## src/rtl/adsr_pkg.sv

```systemverilog
// rtl/adsr_pkg.sv - shared envelope state encoding and level limits
//
// Contents:
//   env_state_t : envelope phase encoding, 3 bits
//                 (IDLE=0, ATTACK=1, DECAY=2, SUSTAIN=3, RELEASE=4)
//   ENV_MAX     : full-scale envelope level for the default 8-bit level width
package adsr_pkg;

  typedef enum logic [2:0] {
    IDLE    = 3'd0,
    ATTACK  = 3'd1,
    DECAY   = 3'd2,
    SUSTAIN = 3'd3,
    RELEASE = 3'd4
  } env_state_t;

  localparam int unsigned ENV_MAX = 255;

endpackage

```

## src/rtl/env_scale.sv

```systemverilog
// rtl/env_scale.sv - registered multiply-and-shift of one sample by the envelope level
//
// Ports:
//   clk       : system clock
//   reset     : asynchronous, active-low reset (clears dout)
//   din       : unsigned sample, N bits
//   env_level : envelope level, ENV_W bits
//   dout      : (din * env_level) >> ENV_W, registered (1 clk latency)
module env_scale #(
  parameter int unsigned N     = 7,
  parameter int unsigned ENV_W = 8
) (
  input  logic             clk,
  input  logic             reset,
  input  logic [N-1:0]     din,
  input  logic [ENV_W-1:0] env_level,
  output logic [N-1:0]     dout
);

  // Full-width product; dropping the low ENV_W bits truncates, so full scale
  // gives din-1 for any nonzero din.
  logic [N+ENV_W-1:0] prod;

  assign prod = {{ENV_W{1'b0}}, din} * {{N{1'b0}}, env_level};

  always_ff @(posedge clk or negedge reset) begin
    if (!reset) begin
      dout <= '0;
    end else begin
      dout <= N'(prod >> ENV_W);
    end
  end

endmodule

```

## src/rtl/adsr_envelope.sv

```systemverilog
// rtl/adsr_envelope.sv - ADSR amplitude envelope applied to the positive and negative half-wave samples
//
// Ports:
//   clk         : system clock
//   reset       : asynchronous, active-low reset
//   sample_tick : one-clk strobe at the sample rate; level only moves on it
//   note_on     : one-clk strobe, start or retrigger a note (wins over note_off)
//   note_off    : one-clk strobe, release the current note
//   pos_in      : positive half-wave sample, unsigned, N bits
//   neg_in      : negative half-wave sample magnitude, N bits
//   pos_out     : pos_in scaled by env_level, 1 clk latency
//   neg_out     : neg_in scaled by env_level, 1 clk latency
//   env_level   : current envelope level, ENV_W bits
//   env_state   : current envelope phase (adsr_pkg::env_state_t encoding)
//   note_done   : one-clk pulse on the edge where RELEASE reaches 0
module adsr_envelope
  import adsr_pkg::*;
#(
  parameter int unsigned N             = 7,
  parameter int unsigned ENV_W         = 8,
  parameter int unsigned ATTACK_STEP   = 16,
  parameter int unsigned DECAY_STEP    = 2,
  parameter int unsigned SUSTAIN_LEVEL = 160,
  parameter int unsigned RELEASE_STEP  = 4
) (
  input  logic             clk,
  input  logic             reset,
  input  logic             sample_tick,
  input  logic             note_on,
  input  logic             note_off,
  input  logic [N-1:0]     pos_in,
  input  logic [N-1:0]     neg_in,
  output logic [N-1:0]     pos_out,
  output logic [N-1:0]     neg_out,
  output logic [ENV_W-1:0] env_level,
  output logic [2:0]       env_state,
  output logic             note_done
);

  // Comparisons run one bit wider than the level so nothing wraps.
  localparam logic [ENV_W:0]   LVL_MAX   = (ENV_W+1)'(ENV_MAX);
  localparam logic [ENV_W:0]   ATT_STEP  = (ENV_W+1)'(ATTACK_STEP);
  localparam logic [ENV_W:0]   DEC_FLOOR = (ENV_W+1)'(SUSTAIN_LEVEL + DECAY_STEP);
  localparam logic [ENV_W-1:0] DEC_STEP  = ENV_W'(DECAY_STEP);
  localparam logic [ENV_W-1:0] SUS_LVL   = ENV_W'(SUSTAIN_LEVEL);
  localparam logic [ENV_W-1:0] REL_STEP  = ENV_W'(RELEASE_STEP);

  env_state_t     state;
  logic [ENV_W:0] att_sum;

  assign att_sum   = {1'b0, env_level} + ATT_STEP;
  assign env_state = state;

  // Strobes take priority over the level step on the same edge, so a
  // strobe coinciding with sample_tick only changes state; the level then
  // steps under the new state on the following tick. Retrigger keeps the
  // current level so the attack ramps from wherever the note was.
  always_ff @(posedge clk or negedge reset) begin
    if (!reset) begin
      state     <= IDLE;
      env_level <= '0;
      note_done <= 1'b0;
    end else begin
      note_done <= 1'b0;
      if (note_on) begin
        state <= ATTACK;
      end else if (note_off && (state == ATTACK || state == DECAY || state == SUSTAIN)) begin
        state <= RELEASE;
      end else if (sample_tick) begin
        case (state)
          ATTACK: begin
            if (att_sum >= LVL_MAX) begin
              env_level <= LVL_MAX[ENV_W-1:0];
              state     <= DECAY;
            end else begin
              env_level <= att_sum[ENV_W-1:0];
            end
          end
          DECAY: begin
            if ({1'b0, env_level} <= DEC_FLOOR) begin
              env_level <= SUS_LVL;
              state     <= SUSTAIN;
            end else begin
              env_level <= env_level - DEC_STEP;
            end
          end
          SUSTAIN: begin
            env_level <= env_level;
          end
          RELEASE: begin
            if (env_level <= REL_STEP) begin
              env_level <= '0;
              state     <= IDLE;
              note_done <= 1'b1;
            end else begin
              env_level <= env_level - REL_STEP;
            end
          end
          default: begin
            env_level <= '0;
          end
        endcase
      end
    end
  end

  env_scale #(.N(N), .ENV_W(ENV_W)) u_scale_pos (
    .clk       (clk),
    .reset     (reset),
    .din       (pos_in),
    .env_level (env_level),
    .dout      (pos_out)
  );

  env_scale #(.N(N), .ENV_W(ENV_W)) u_scale_neg (
    .clk       (clk),
    .reset     (reset),
    .din       (neg_in),
    .env_level (env_level),
    .dout      (neg_out)
  );

endmodule
```

## config.mk

```make
export PLATFORM = sky130hd
export DESIGN_NAME = adsr_envelope
export DESIGN_NICKNAME = d
export VERILOG_FILES = /design/src/rtl/adsr_pkg.sv /design/src/rtl/env_scale.sv /design/src/rtl/adsr_envelope.sv
export SDC_FILE = /design/constraint.sdc
export NUM_CORES = 1
export LEC_CHECK = 0
export BUFFER_PORTS_ARGS = -buffer_cell sky130_fd_sc_hd__buf_2
export CORE_MARGIN = 5
export CORE_UTILIZATION = 45
export DETAILED_ROUTE_END_ITERATION = 12
export HOLD_SLACK_MARGIN = 0.1
export SLEW_MARGIN = 20
export SYNTH_ARGS = -nofsm -noshare
export SYNTH_HDL_FRONTEND = slang
export SYNTH_SLANG_ARGS = --single-unit
```

## constraint.sdc

```tcl
create_clock -name clk -period 8.1 [get_ports clk]
set_clock_uncertainty 0.2 [all_clocks]
set_input_delay 1.62 -clock clk [delete_from_list [all_inputs] [get_ports clk]]
set_output_delay 1.62 -clock clk [all_outputs]
set_load 0.005 [all_outputs]
```

# Yosys cells after proc, flatten, opt, wreduce, memory -nomap -nowiden
# Cells that the tools add are included.
# classes
n_addsub	3
multipliers	2
n_div	0
magnitude_cmp	3
n_eq_ne	7
shifts	0
n_mux	16
n_bitwise	3
n_reduce_logical	7
# op_table
cell	n
one-hot mux 8 bit (4 select lines)	1
multiplier 7 x 8 -> 15 bit	2
two-way mux 8 bit	3
two-way mux 3 bit	6
adder 8 x 5 -> 9 bit, second input constant	1
>= comparator 9 x 8 -> 1 bit, second input constant	1
one-hot mux 3 bit (3 select lines)	1
less-or-equal comparator 8 x 3 -> 1 bit, second input constant	1
less-or-equal comparator 8 bit, second input constant	1
inequality test 4 x 2 -> 1 bit, second input constant	2
subtractor 8 x 2 -> 8 bit, second input constant	1
subtractor 8 x 3 -> 8 bit, second input constant	1
equality test 3 x 2 -> 1 bit, second input constant	2
two-way mux 1 bit	5
AND reduction 5 bit	1
nonzero test 5 bit	1
inequality test 4 bit, second input constant	1
AND reduction 4 bit	1
equality test 3 x 1 -> 1 bit, second input constant	1
equality test 3 bit, second input constant	1
NOT 1 bit	3
nonzero test 3 bit	1
logical OR 1 bit	2
logical AND 1 bit	1
# word_totals
ff_bits	26
latch_bits	0
ram_bits	0
mem_bits_ro	0
input_bits	19
word_cells	46
memories	0

# Longest topological paths before layout
# depth
depth_word	7
mapped_depth	18

# Cells and area by module
# A second synthesis with hierarchy kept.
# unflattened
cells_unflattened	524
area_unflattened_um2	4981.0
# by_module_without_submodules
mod	n_inst	cells_each	area_per_inst_um2	seq_area_each_um2
env_scale at u_scale_pos	1	203	1924.3	175.2
env_scale at u_scale_neg	1	183	1820.5	175.2
adsr_envelope	1	138	1236.2	300.3

# Least setup slack after synthesis
# Ideal clock, no wire load.
# synth_timing
path_type	input port to flip-flop
startpoint	input port neg_in[3]
endpoint	register u_scale_neg.dout[6]
arrival_time_ns	5.477
required_time_ns	7.763
slack_ns	2.286
cell_stages	16
path_buffers	0
cell_sequence	and2_2 -> fa_1 -> inv_1 -> fa_1 -> inv_1 -> fa_1 -> inv_1 -> fa_1 -> inv_1 -> ha_1 -> a211oi_1 -> o21ai_0 -> o2111ai_1 -> o22ai_1 -> o41ai_1 -> a31oi_1
# synth_via
elab_chain_len	1
# synth_lines
element	line_no	rtl
start, declared	adsr_envelope.sv:32	input logic [N-1:0] neg_in,
multiplier 7 x 8 -> 15 bit	env_scale.sv:24	assign prod = {{ENV_W{1'b0}}, din} * {{N{1'b0}}, env_level};
net u_scale_neg.prod[14]	env_scale.sv:22	logic [N+ENV_W-1:0] prod;
end signal, assigned	env_scale.sv:30	dout <= N'(prod >> ENV_W);
end, declared	env_scale.sv:17	output logic [N-1:0] dout
# The timed path passes the listed nets, and every way through them passes these cells.
# A chain may end at the register's enable or synchronous reset.

# Final worst setup path
# Ends and elaborated chain as after synthesis.

==> impl_metrics.prom <==
# TYPE chip_impl_metric gauge
chip_impl_info{name="criticalPathCategory",value="in -> reg"} 1
chip_impl_info{name="synth.top_cells.by_area",value="sky130_fd_sc_hd__fa_1, sky130_fd_sc_hd__ha_1, sky130_fd_sc_hd__dfrtp_1"} 1
chip_impl_metric{name="synth.ff_latch_count",unit=""} 26
chip_impl_metric{name="cts_num_sinks",unit=""} 26
chip_impl_metric{name="hpwl",unit="mm"} 8.21
chip_impl_metric{name="maxcap_violations",unit=""} 0
chip_impl_metric{name="synth.yosys.seq_area_share",unit="%"} 14.1
chip_impl_metric{name="first_iter_violations",unit=""} 177
chip_impl_metric{name="initial_antenna_violation_count",unit=""} 0
chip_impl_metric{name="place.port_buffers",unit=""} 44
chip_impl_metric{name="maxSlewHeadroom",unit="%"} 46.6
chip_impl_metric{name="clock_tree.buffer_depth",unit=""} 2
chip_impl_info{name="cp_slowest_cell",value="sky130_fd_sc_hd__fa_1"} 1
chip_impl_metric{name="wire_per_inst",unit="um"} 15.4
chip_impl_metric{name="core",unit="um^2"} 10200
chip_impl_metric{name="grt_overflow_total",unit=""} 0
chip_impl_metric{name="detail_route.drc_violations",unit=""} 0
chip_impl_metric{name="path_clk_slew",unit="ps"} 100
chip_impl_metric{name="die_h",unit="um"} 111
chip_impl_info{name="ys.flop_type",value="sky130_fd_sc_hd__dfrtp_1"} 1
chip_impl_info{name="setup_repair_after_global_routing_missed_its_margin",value="false"} 1
chip_impl_metric{name="grt_pass1_vias",unit=""} 3752
chip_impl_metric{name="post_cts_resize_count",unit=""} 0
chip_impl_metric{name="timing.critical_path.arrival",unit="ps"} 6020
chip_impl_metric{name="max-vdd-ir-drop",unit="mV"} 0.179
chip_impl_metric{name="area_of_combinational_cells_with_multiple_inputs",unit="um^2"} 3670
chip_impl_metric{name="layout.filler_cells",unit=""} 991
chip_impl_metric{name="fin_crit_sh",unit="%"} 74.9
chip_impl_metric{name="first_pass_grt_wire_length",unit="mm"} 18.4
chip_impl_metric{name="cellPowerDensity",unit="nW/um^2"} 289
chip_impl_metric{name="post_synth_edffs",unit=""} 0
chip_impl_metric{name="io-pin-count",unit=""} 45
chip_impl_metric{name="vias_per_cell",unit=""} 5.36
chip_impl_metric{name="gr-usage-all-layers",unit="%"} 17.8
chip_impl_metric{name="final_nets",unit=""} 690
chip_impl_info{name="combinational_family_with_the_most_area_after_synthesis",value="adder cells"} 1
chip_impl_metric{name="layout_utilization",unit="%"} 49.5
chip_impl_metric{name="cts_hold_repair.buffers",unit=""} 0
chip_impl_metric{name="synth.avg_cell_area",unit="um^2"} 9.09
chip_impl_metric{name="num_antenna_cells",unit=""} 0
chip_impl_metric{name="synth-xor-area-share",unit="%"} 2.66
chip_impl_metric{name="worst_path_buffer_plus_inverter_count",unit=""} 5
chip_impl_metric{name="worstSkewPairLatency",unit="ps"} 280
chip_impl_info{name="timing.critical_path.to_type",value="register"} 1
chip_impl_metric{name="detail_route.first_pass.iterations",unit=""} 4
chip_impl_metric{name="maxClockFrequency",unit="MHz"} 165
chip_impl_metric{name="min_period",unit="ps"} 6060
chip_impl_metric{name="synthAdderAreaFrac",unit="%"} 43.5
chip_impl_metric{name="setup_violations",unit=""} 0
chip_impl_metric{name="drt_wl_total",unit="mm"} 10.5
chip_impl_metric{name="floorplan.die_area",unit="um^2"} 12400
chip_impl_metric{name="synth.top_cell.area_share",unit="%"} 24.3
chip_impl_info{name="hold_path_class",value="reg -> reg"} 1
chip_impl_metric{name="crit_path_max_fanout",unit=""} 8
chip_impl_metric{name="ys_async_sr_fraction",unit="%"} 100
chip_impl_metric{name="setup_total_negative_slack",unit="ps"} 0
chip_impl_metric{name="postPlaceCellArea",unit="um^2"} 4970
chip_impl_metric{name="routabilityCongestion",unit=""} 0.860
chip_impl_metric{name="area_growth_syn_to_layout",unit="%"} 9.16
chip_impl_metric{name="postCtsSetupBuffers",unit=""} 0
chip_impl_metric{name="worst_ep_required_time",unit="ps"} 8060
chip_impl_info{name="post-synth-top-area-cell",value="sky130_fd_sc_hd__fa_1"} 1
chip_impl_metric{name="slew_viol_final",unit=""} 0
chip_impl_metric{name="synthMuxAreaShare",unit="%"} 0.217
chip_impl_info{name="run_status",value="completed"} 1
chip_impl_metric{name="ant_nets",unit=""} 0
chip_impl_metric{name="mappedNetlistArea",unit="um^2"} 4620
chip_impl_metric{name="ys_types",unit=""} 53
chip_impl_metric{name="postSynthNetCount",unit=""} 654
chip_impl_info{name="crit_family",value="adder cells"} 1
chip_impl_metric{name="die-width",unit="um"} 111
chip_impl_metric{name="layout.area.seq",unit="um^2"} 651
chip_impl_metric{name="timing.final.hold_violations",unit=""} 0
chip_impl_metric{name="final.hold.worst_slack",unit="ps"} 486
chip_impl_info{name="tritoncts",value="done"} 1
chip_impl_metric{name="crit_path_max_incr_delay",unit="ps"} 550
chip_impl_metric{name="postSynthCellCount",unit=""} 508
chip_impl_metric{name="ctsHtreeMaxLevel",unit=""} 1
chip_impl_metric{name="cts_made_buffers",unit=""} 3
chip_impl_metric{name="fp-row-count",unit=""} 37
chip_impl_info{name="start_kind",value="input port"} 1
chip_impl_metric{name="static_leakage",unit="nW"} 2.63
chip_impl_metric{name="grt_max_degree",unit=""} 28
chip_impl_metric{name="yosys_warnings",unit=""} 0
chip_impl_info{name="crit_path_cell_trace",value="buf_2 -> and2_2 -> fa_1 -> inv_1 -> fa_1 -> inv_1 -> fa_1 -> inv_1 -> fa_1 -> inv_1 -> ha_1 -> a211oi_1 -> o21ai_0 -> o2111ai_1 -> o22ai_1 -> o41ai_1 -> a31oi_1"} 1
chip_impl_metric{name="worstMarginPinSlew",unit="ps"} 795
chip_impl_metric{name="initial_utilization",unit="%"} 45.3
chip_impl_metric{name="synth-compound-area-share",unit="%"} 11.2
chip_impl_metric{name="post-route-cell-area",unit="um^2"} 5040
chip_impl_metric{name="routed-via-count",unit=""} 3637
chip_impl_metric{name="final_layout_size_suffix_gt1_share",unit="%"} 12.3
chip_impl_metric{name="synth_simple_gate_area_share",unit="%"} 22.0
chip_impl_info{name="clock_tree.root_cell",value="sky130_fd_sc_hd__clkbuf_8"} 1
[cell families (layout without fill, tap and decap cells)]
family / after synthesis / after routing
AND/OR/NAND/NOR: 189 / 189
adder cells (fa/ha/maj): 127 / 127
AO/OA/AOI/OAI: 76 / 76
buffers and inverters: 75 / 110
flip-flops: 26 / 26
XOR/XNOR: 14 / 14
multiplexers: 1 / 1
[through the flow]
stage	std cells	worst slack (ps)	power (mW)
detailed placement	675	1800	1.36
global placement	675	1900	1.34
global route	679	1840	1.66
floorplan	508	2290	1.07
CTS	679	2080	1.48
finish	679	2040	1.46
[power by group]
group	internal, mW	switching, mW	leakage [nW]	total [mW]
sequential	0.177	0.0497	0.332	0.227
combinational	0.494	0.623	2.27	1.12
clock	0.0663	0.0481	0.0357	0.114
total	0.737	0.720	2.63	1.46
[flip-flops by register name, indices dropped and copies added (netlist names)]
| name | flops |
|---|---|
| env_level | 8 |
| env_state | 3 |
| note_done | 1 |
| u_scale_neg.dout | 7 |
| u_scale_pos.dout | 7 |
[placed cells by master, fill, tap and decap left out, drive strengths merged, types with 3 or more instances in the layout]
cell type,count
dfrtp,26
a211oi,4
nor2,21
xnor2,11
nand2b,4
a21oi,14
o22ai,4
clkbuf,3
xor2,3
inv,57
ha,71
fa,56
a21boi,3
nand3,8
buf,49
o211ai,5
o21ai,19
a31oi,4
nand4,5
or2,3
and2,84
nor3,13
a21o,3
nand2,42
[cells in the mapped netlist, types with 8 or more instances]
cell	count
sky130_fd_sc_hd__nand2_1	42
sky130_fd_sc_hd__inv_1	56
sky130_fd_sc_hd__ha_1	71
sky130_fd_sc_hd__xnor2_1	11
sky130_fd_sc_hd__dfrtp_1	26
sky130_fd_sc_hd__nand3_1	8
sky130_fd_sc_hd__a21oi_1	14
sky130_fd_sc_hd__and2_1	79
sky130_fd_sc_hd__clkbuf_1	16
sky130_fd_sc_hd__nor2_1	20
sky130_fd_sc_hd__nor3_1	13
sky130_fd_sc_hd__o21ai_0	18
sky130_fd_sc_hd__fa_1	56
[path summary, 6_finish.rpt]
| path | from | endpoint | slack (ps) | cells after the start |
|---|---|---|---|---|
| worst max-delay path | neg_in[3] | u_scale_neg.dout[6]$_DFF_PN0_ | 2040 | 17 |
| worst min-delay path | env_state[1]$_DFFE_PN0P_ | env_state[1]$_DFFE_PN0P_ | 490 | 1 |
| worst max register to register | env_level[2]$_DFFE_PN0P_ | u_scale_neg.dout[6]$_DFF_PN0_ | 2700 | 15 |
| worst min register to register | env_state[1]$_DFFE_PN0P_ | env_state[1]$_DFFE_PN0P_ | 490 | 1 |
| max in group asynchronous | reset | env_level[1]$_DFFE_PN0P_ | 6120 | 1 |
| min in group asynchronous | reset | u_scale_pos.dout[5]$_DFF_PN0_ | 1150 | 1 |
[per-layer routing]
layer  routed length (um)  up-vias  global-route usage, %
met3                  424       15                   2.02
met1                 4990     1771                   25.4
met2                 4900       84                   29.3
met4                  165        0                   3.97
met5                    0        -                      0
li1                     -     1767                      -
[cell type report]
cell class / count / share of cell area, %
multi-input combinational: 407 / 72.9
sequential: 26 / 12.9
timing repair buffer: 49 / 5.11
inverter: 57 / 4.29
tap: 136 / 3.38
clock buffer: 3 / 0.819
clock inverter: 1 / 0.596
No activity file was read; power rests on OpenSTA's default activity.
